===== src/rtl/pe_traffic_endpoint.sv =====
// pe_traffic_endpoint
// Processing-element traffic endpoint for a NoC router local port.
//  - Generator: IDLE/GAP/SEND FSM injecting flits {dest, src, seq, tx_count[7:0]}
//    under credit-based flow control (CREDIT_INIT credits, one returned per ci).
//  - Sink: counts ejected flits and raises a sticky error on misrouted flits.
// Optional feature macro: PE_SEQ_CHECK_EN
//  When defined, a 16 x 4-bit expected-sequence table (indexed by source ID)
//  also flags out-of-order sequence numbers on the receive side.
module pe_traffic_endpoint #(
    parameter int CREDIT_INIT = 4,
    parameter int GAP         = 8
) (
    input  logic        clk,
    input  logic        RST,
    input  logic [3:0]  position,
    input  logic        enable,
    input  logic [19:0] datain,
    input  logic        in_valid,
    input  logic        ci,
    output logic [19:0] dataout,
    output logic        out_valid,
    output logic [15:0] tx_count,
    output logic [15:0] rx_count,
    output logic        err
);

    localparam logic [3:0] CREDIT_MAX = 4'(CREDIT_INIT);
    localparam logic [7:0] GAP_LD     = 8'(GAP);

    typedef enum logic [1:0] {
        ST_IDLE = 2'd0,
        ST_GAP  = 2'd1,
        ST_SEND = 2'd2
    } state_t;

    state_t      r_state;
    logic [7:0]  r_gap_cnt;
    logic [3:0]  r_credit;
    logic [3:0]  r_seq;
    logic [3:0]  r_dest;
    logic        r_dest_init;
    logic [19:0] r_dataout;
    logic        r_out_valid;
    logic [15:0] r_tx_count;
    logic [15:0] r_rx_count;
    logic        r_err;

    logic        w_send;
    logic [3:0]  w_credit_nxt;
    logic        w_seq_bad;
    logic        w_unused;

    // Next destination: step by one modulo 16, never addressing ourselves.
    function automatic logic [3:0] next_dest(input logic [3:0] cur, input logic [3:0] own);
        logic [3:0] n;
        n = cur + 4'd1;
        if (n == own) begin
            n = n + 4'd1;
        end else begin
            n = n;
        end
        return n;
    endfunction

    // A flit leaves only from SEND and only while a credit is held.
    assign w_send = (r_state == ST_SEND) && (r_credit != 4'd0);

    // Credit bookkeeping: send+return cancel, a lone return saturates at the buffer depth.
    always_comb begin
        w_credit_nxt = r_credit;
        case ({w_send, ci})
            2'b10: w_credit_nxt = r_credit - 4'd1;
            2'b01: begin
                if (r_credit < CREDIT_MAX) begin
                    w_credit_nxt = r_credit + 4'd1;
                end else begin
                    w_credit_nxt = r_credit;
                end
            end
            default: w_credit_nxt = r_credit;
        endcase
    end

    // Generator FSM with registered flit outputs, credit, sequence and destination state.
    always_ff @(posedge clk or negedge RST) begin
        if (!RST) begin
            r_state     <= ST_IDLE;
            r_gap_cnt   <= 8'd0;
            r_credit    <= CREDIT_MAX;
            r_seq       <= 4'd0;
            r_dest      <= 4'd0;
            r_dest_init <= 1'b0;
            r_dataout   <= 20'd0;
            r_out_valid <= 1'b0;
            r_tx_count  <= 16'd0;
        end else begin
            r_out_valid <= 1'b0;
            r_credit    <= w_credit_nxt;
            case (r_state)
                ST_IDLE: begin
                    if (!enable) begin
                        r_state <= ST_IDLE;
                    end else if (GAP_LD == 8'd0) begin
                        r_state <= ST_SEND;
                    end else begin
                        r_state   <= ST_GAP;
                        r_gap_cnt <= GAP_LD;
                    end
                end
                ST_GAP: begin
                    // The counter reaches 0 on the transition to SEND, so GAP
                    // idle cycles separate consecutive flits.
                    if (!enable) begin
                        r_state   <= ST_IDLE;
                        r_gap_cnt <= 8'd0;
                    end else if (r_gap_cnt <= 8'd1) begin
                        r_state   <= ST_SEND;
                        r_gap_cnt <= 8'd0;
                    end else begin
                        r_gap_cnt <= r_gap_cnt - 8'd1;
                    end
                end
                ST_SEND: begin
                    if (w_send) begin
                        // An in-flight send completes even if enable just dropped.
                        r_out_valid <= 1'b1;
                        r_dataout   <= {r_dest, position, r_seq, r_tx_count[7:0]};
                        r_seq       <= r_seq + 4'd1;
                        r_tx_count  <= r_tx_count + 16'd1;
                        r_dest      <= next_dest(r_dest, position);
                        if (!enable) begin
                            r_state <= ST_IDLE;
                        end else if (GAP_LD == 8'd0) begin
                            r_state <= ST_SEND;
                        end else begin
                            r_state   <= ST_GAP;
                            r_gap_cnt <= GAP_LD;
                        end
                    end else if (!enable) begin
                        r_state <= ST_IDLE;
                    end else begin
                        r_state <= ST_SEND;
                    end
                end
                default: begin
                    r_state   <= ST_IDLE;
                    r_gap_cnt <= 8'd0;
                end
            endcase
            // First edge after reset: position is stable, seed the destination.
            if (!r_dest_init) begin
                r_dest_init <= 1'b1;
                r_dest      <= position + 4'd1;
            end
        end
    end

`ifdef PE_SEQ_CHECK_EN
    logic [3:0] r_exp_seq [16];

    assign w_seq_bad = (r_exp_seq[datain[15:12]] != datain[11:8]);

    // Expected-sequence table: after each received flit expect its seq+1 from that source.
    always_ff @(posedge clk or negedge RST) begin
        if (!RST) begin
            for (int i = 0; i < 16; i++) begin
                r_exp_seq[i] <= 4'd0;
            end
        end else if (in_valid) begin
            r_exp_seq[datain[15:12]] <= datain[11:8] + 4'd1;
        end
    end
`else
    assign w_seq_bad = 1'b0;
`endif

    // Payload bits that the sink does not inspect.
    assign w_unused = ^datain[15:0];

    // Sink: count every ejected flit, latch a sticky error on a bad flit.
    always_ff @(posedge clk or negedge RST) begin
        if (!RST) begin
            r_rx_count <= 16'd0;
            r_err      <= 1'b0;
        end else if (in_valid) begin
            r_rx_count <= r_rx_count + 16'd1;
            if ((datain[19:16] != position) || w_seq_bad) begin
                r_err <= 1'b1;
            end
        end
    end

    assign dataout   = r_dataout;
    assign out_valid = r_out_valid;
    assign tx_count  = r_tx_count;
    assign rx_count  = r_rx_count;
    assign err       = r_err;

endmodule


===== config.mk =====
export PLATFORM = sky130hd
export DESIGN_NAME = pe_traffic_endpoint
export DESIGN_NICKNAME = d
export VERILOG_FILES = /design/src/rtl/pe_traffic_endpoint.sv
export SDC_FILE = /design/constraint.sdc
export NUM_CORES = 1
export LEC_CHECK = 0
export ABC_AREA = 0
export ABC_CLOCK_PERIOD_IN_PS = 4800
export BUFFER_PORTS_ARGS = -buffer_cell sky130_fd_sc_hd__buf_2
export CAP_MARGIN = 10
export CORE_MARGIN = 8
export CORE_UTILIZATION = 50
export CTS_BUF_LIST = sky130_fd_sc_hd__clkbuf_4 sky130_fd_sc_hd__clkbuf_8
export DETAILED_ROUTE_END_ITERATION = 8
export GPL_TIMING_DRIVEN = 0
export PLACE_DENSITY_LB_ADDON = 0.08
export SLEW_MARGIN = 20
export SYNTH_ARGS = -nofsm -noshare
export SYNTH_HDL_FRONTEND = slang
export SYNTH_SLANG_ARGS = --single-unit

===== constraint.sdc =====
create_clock -name clk -period 4.8 [get_ports clk]
set_input_delay 1.44 -clock clk [delete_from_list [all_inputs] [get_ports clk]]
set_output_delay 1.44 -clock clk [all_outputs]
set_load 0.005 [all_outputs]

==> results.yml, run 1 <==
job:
  drv_cap: 0
detailed_routing:
  wl_per_cell_microns: 13.6
  antenna_left: 0
  vias_per_cell: 5.06
  drtIter0Drc: 70
  drc: 0
  vias: 2702
  drt_wl_total_mm: 7.25
  first_pass_iters: 5
placed_design:
  hpwl_mm: 5.34
  io_buffers: 64
  gp_congestion: 0.794
worst_setup_path:
  cp.required_ns: 5.04
  cp_max_fo: 5
  cp-end-kind: "flop"
  reg2reg_to: "r_credit[3]"
  cp.arrival_ns: 2.78
  crit_end: "r_credit[3]"
  path_class: "in2reg"
  cp-start-kind: "primary input"
  r2r_start: "r_credit[0]"
  cp-startpoint: "ci"
  r2r_slack_ns: 2.30
  rr_worst_depth: 9
timing:
  period_minus_slack_ns: 2.54
  rsz0062_at_grt: "no"
  fmax_mhz: 393
  setup_violations: 0
  final-hold-violation-count: 0
  finalSetupTns_ns: 0
  slew_viol_final: 0
  finalCritPeriodShare_pct: 53.0
  final.setup_skew_ns: 0.00912
power_and_ir_drop:
  p_int_mw: 1.43
  combPwrFrac_pct: 32.6
  clkPwrFrac_pct: 22.5
  p_sw_share_pct: 36.9
  leakage_nw: 2.12
  p_total_mw: 2.26
  vdd_ir_drop_max_mv: 0.261
  sequentialPowerShare_pct: 45.0
  p_per_area_nw_per_um2: 528
  p_switching_uw: 834
global_route:
  grt_max_degree: 56
  grtUsageTotal_pct: 15.2
  first_global_vias: 2749
  overflow: 0
  antenna_found_initial: 0
  grt_pass1_wl_mm: 12.5
logic_synthesis:
  netlist_area_sq_um: 3610
  synth_cell_types: 49
  synth_edf_count: 0
  synth_most_common_cell: "nand2_1"
  synth_nets: 394
  async_flop_share_pct: 100
  yosysTopAreaCell: "dfrtp_1"
  ys_warn_count: 0
  ys_seq_elements: 77
  synthCells: 354
  synth_common_cells: "91 x nand2_1, 76 x dfrtp_1, 39 x xnor2_1, 18 x nor2_1, 14 x o21ai_0"
  avgSynthCellArea_sq_um: 10.2
  ys.flop_type: "dfrtp_1"
  synthTopCellsByArea: "dfrtp_1 53%, nand2_1 9.5%, xnor2_1 9.5%"
  seq_area_frac_synth_pct: 53.4
  yosys.area.top_type_share_pct: 52.7
die:
  die_h_microns: 101
  coreArea_sq_um: 7140
  row_count: 31
  dieArea_sq_um: 10200
  die_w_microns: 101
  initial_utilization_pct: 50.6
  io-pin-count: 83
final_layout:
  multi_input_area_sq_um: 1600
  antenna_cells: 0
  fin_nets: 470
  drive_above_1_share_pct: 22.1
  ff_latch_area_sq_um: 1930
  syn_to_final_growth_pct: 18.8
  n_fill_cell: 676
hold_path:
  hp-class: "reg2reg"
clock_tree:
  cts-resized-gates: 0
  clockBufferDepth: 2
  cts_tree: "done"
  cts_root_buf: "clkbuf_8"
  hold_buffers: 0
  cts_made_buffers: 9
  cts_setup_buffers: 0
  clk_pin_slew_worst_paths_ns: 0.08
  clock_sinks: 77
  worstSkewPairLatency_ns: 0.35
  h-tree-depth: 3
status:
  outcome: "completed"
==> layout by cell type (no fill, tap or decap), types with 3 or more instances in the layout <==
cell / n
a31oi_1: 3
a21oi_1: 3
nor3_1: 3
a21o_1: 3
clkbuf_8: 9
xnor2_1: 39
dfrtp_1: 76
nand4_1: 9
inv_1: 7
o21ai_1: 3
xor2_1: 10
inv_6: 4
clkbuf_1: 4
nand2b_1: 4
ha_1: 10
o21ai_0: 14
nor2b_1: 3
nand2_1: 91
nand3_1: 9
and3_1: 6
nor2_1: 18
buf_2: 68
==> metrics by stage <==
step	worst slack [ns]	hold WS, ns	cell area (sq um)	util, %	instances
after global routing	2.07	0.492	4290	60.1	534
after floorplan	2.13	0.442	3610	-	354
after detailed placement	1.89	0.443	4080	57.2	518
after global placement	1.73	0.435	4050	56.8	517
after CTS	2.27	0.464	4290	60.1	534
final	2.26	0.458	4290	60.1	534
==> worst min-delay path by stage <==
stage,startpoint,to,slack [ns],cells past startpoint
floorplan,r_gap_cnt[7],r_gap_cnt[7],0.44,1
global placement,err,err,0.44,1
detailed placement,err,err,0.44,1
CTS,err,err,0.46,1
global route,err,err,0.49,1
finish,err,err,0.46,1
==> critical path, stage by stage <==
cell     delay, ns
buf_2         0.12
nand2_1       0.12
ha_1          0.30
a21o_1        0.18
a21oi_1       0.19
nor3_1        0.06
o21a_1        0.16
a211o_1       0.22
==> logic make-up (layout without fill, tap and decap cells) <==
kind of cell | Yosys count | in the layout | share of synthesized area [%]
AND/OR/NAND/NOR | 156 | 156 | 19.8
flip-flops | 77 | 77 | 53.4
XOR/XNOR | 50 | 50 | 12.3
AO/OA/AOI/OAI | 38 | 38 | 7.18
buffers and inverters | 18 | 99 | 2.25
adder cells (fa/ha/maj) | 11 | 11 | 4.02
multiplexers | 3 | 3 | 0.901
other | 1 | 1 | 0.104
==> power by group through the flow <==
stage	combinational [mW]	clock, mW	sequential [mW]
6_report	0.738	0.508	1.02
5_1_grt	0.848	0.549	1.05
4_1_cts	0.751	0.522	1.02
3_5_place_dp	0.747	0	1.03
3_3_place_gp	0.722	0	1.03
2_1_floorplan	0.497	0	1.01
==> sequential cells by signal, indices dropped and copies added, names as in the netlist <==
name / flops
r_dest: 4
r_dest_init: 1
r_state: 2
r_credit: 4
tx_count: 16
err: 1
r_gap_cnt: 8
r_seq: 4
out_valid: 1
rx_count: 16
dataout: 20
==> layout make-up <==
type | count | area share, %
plain buffers | 10 | 1.20
clock buffers | 9 | 2.89
clock inverters | 7 | 1.87
inverters | 8 | 0.700
multi-input cells | 259 | 37.3
flip-flops and latches | 77 | 45.0
well taps | 99 | 2.89
repair buffers | 65 | 8.17
==> per-layer routing <==
metal  up-vias  part of all wire (%)  GRT usage (%)  wire (microns)
li1       1336                     -              -               -
met1      1296                    47           18.8            3420
met2        61                    45           24.2            3260
met3         9                   6.5           4.42             469
met4         0                   1.4           6.07             103
met5         -                     0              0               0
(Power assumes the default switching activity.)
==> inputs of run 2 (changes only) <==
--- a/config.mk
+++ b/config.mk
@@ -6,7 +6,7 @@
 export NUM_CORES = 1
 export LEC_CHECK = 0
 export ABC_AREA = 0
-export ABC_CLOCK_PERIOD_IN_PS = 4800
+export ABC_CLOCK_PERIOD_IN_PS = 2050
 export BUFFER_PORTS_ARGS = -buffer_cell sky130_fd_sc_hd__buf_2
 export CAP_MARGIN = 10
 export CORE_MARGIN = 8
==> constraint.sdc (replaced) <==
create_clock -name clk -period 2.05 [get_ports clk]
set_input_delay 0.615 -clock clk [delete_from_list [all_inputs] [get_ports clk]]
set_output_delay 0.615 -clock clk [all_outputs]
set_load 0.005 [all_outputs]
==> run 2 against run 1 <==
  * The flow now finishes with violations (setup timing)
  * Worst setup slack got worse by 2.3 ns
  * Critical path depth rose by 1
  * Core utilization rose by 0.96 points
  * Highest routed layer unchanged
==> results.yml, run 2 (synthesis results as in run 1) <==
status:
  outcome: "finished, violations left"
  violations: "setup timing"
placed_design:
  io_buffers: 64
  dp_worst_setup_slack_ns: -0.154
  gp_congestion: 0.815
  hpwl_mm: 5.41
hold_path:
  hp-class: "in2async"
final_layout:
  final_common_cell: "nand2_1"
  drive_above_1_share_pct: 24.2
  fin_nets: 473
  mostFrequentLayoutCells: "90 x nand2_1, 73 x dfrtp_1, 68 x buf_2"
  n_fill_cell: 653
  largest_reg_flops: 20
  syn_to_final_growth_pct: 20.7
  antenna_cells: 0
  multi_input_area_sq_um: 1640
  ff_latch_area_sq_um: 1930
detailed_routing:
  drtIter0Drc: 62
  vias: 2665
  drt_wl_total_mm: 7.38
  wl_per_cell_microns: 13.8
  drc: 0
  vias_per_cell: 4.96
  first_pass_iters: 4
  antenna_left: 0
worst_setup_path:
  path_class: "reg2reg"
  cp_max_fo: 4
  rr_worst_depth: 9
  cp-end-kind: "flop"
  cp.arrival_ns: 2.31
  cp.required_ns: 2.28
  cp-start-kind: "flop"
timing:
  rsz0062_at_grt: "yes"
  slew_viol_final: 0
  whs_ns: 0.204
  finalSetupTns_ns: -0.0287
  fmax_mhz: 481
  finalCritPeriodShare_pct: 101
  final-hold-violation-count: 0
  setup_violations: 1
  setup_slack_ns: -0.0287
  period_minus_slack_ns: 2.08
  final.setup_skew_ns: 0.00898
clock_tree:
  worstSkewPairLatency_ns: 0.34
  clockBufferDepth: 2
  clock_sinks: 77
  cts_made_buffers: 9
  clk_pin_slew_worst_paths_ns: 0.08
  cts_tree: "done"
  cts_root_buf: "clkbuf_8"
  h-tree-depth: 3
die:
  initial_utilization_pct: 50.6
  die_w_microns: 101
  io-pin-count: 83
  die_h_microns: 101
  row_count: 31
  coreArea_sq_um: 7140
  dieArea_sq_um: 10200
power_and_ir_drop:
  p_per_area_nw_per_um2: 1240
  leakage_nw: 2.14
  vdd_ir_drop_max_mv: 0.574
global_route:
  first_global_vias: 2733
  overflow: 0
  antenna_found_initial: 0
  grt_pass1_wl_mm: 12.8
  grtUsageTotal_pct: 15.6
  grt_max_degree: 48
job:
  drv_cap: 0
==> run 2: final timing paths <==
kind / slack [ns] / from / to
max: -0.03 / r_credit[1] / r_credit[3]
min: 0.20 / RST / rx_count[11]
max reg2reg: -0.03 / r_credit[1] / r_credit[3]
min reg2reg: 0.45 / err / err
max in group asynchronous: 1.23 / RST / r_credit[2]
min in group clk: 0.45 / err / err
==> run 2: repair_timing <==
item	in CTS	in global routing
setup buffers	2	1
endpoints found under the hold margin	0	0
pin swaps	1	1
hold buffers	0	0
setup endpoints to repair	1	1
resized for setup	3	0
==> run 2: power breakdown <==
group,internal [mW],switching (mW)
clock,0.639,0.537
sequential,1.96,0.432
combinational,0.865,0.959
total,3.47,1.93
==> run 2: area by class of cell <==
type	count	area share, %
sequential	77	44.3
multi-input combinational	259	37.7
timing repair buffer	68	8.56
clock buffer	12	3.65
tap	99	2.84
buffer	10	1.18
clock inverter	4	1.09
inverter	8	0.689
==> run 2: layer usage <==
metal / routed length [microns] / track usage (%) / share of wire [%] / vias to the layer above
li1: - / - / - / 1336
met1: 3550 / 19.6 / 48 / 1273
met2: 3310 / 25.0 / 45 / 50
met3: 444 / 4.90 / 6.0 / 6
met4: 76 / 5.15 / 1.0 / 0
met5: 0 / 0 / 0 / -
==> run 2: per-stage QoR <==
step                      power (mW)  util, %  cell area (sq um)  cells
after floorplan                 3.57        -               3650    354
after global placement          4.14     57.4               4090    517
after detailed placement        4.22     57.8               4120    518
after CTS                       5.45     60.9               4350    536
after global routing            5.84     61.0               4360    537
final                           5.39     61.0               4360    537
==> run 2: critical path: stages, from the launching register on <==
cell      delay (ns)
dfrtp_2         0.43
nor4_4          0.32
nand2b_4        0.21
nand2_4         0.07
ha_4            0.21
a21o_1          0.16
a21oi_2         0.13
nor3_1          0.06
o21a_1          0.16
a211o_1         0.22
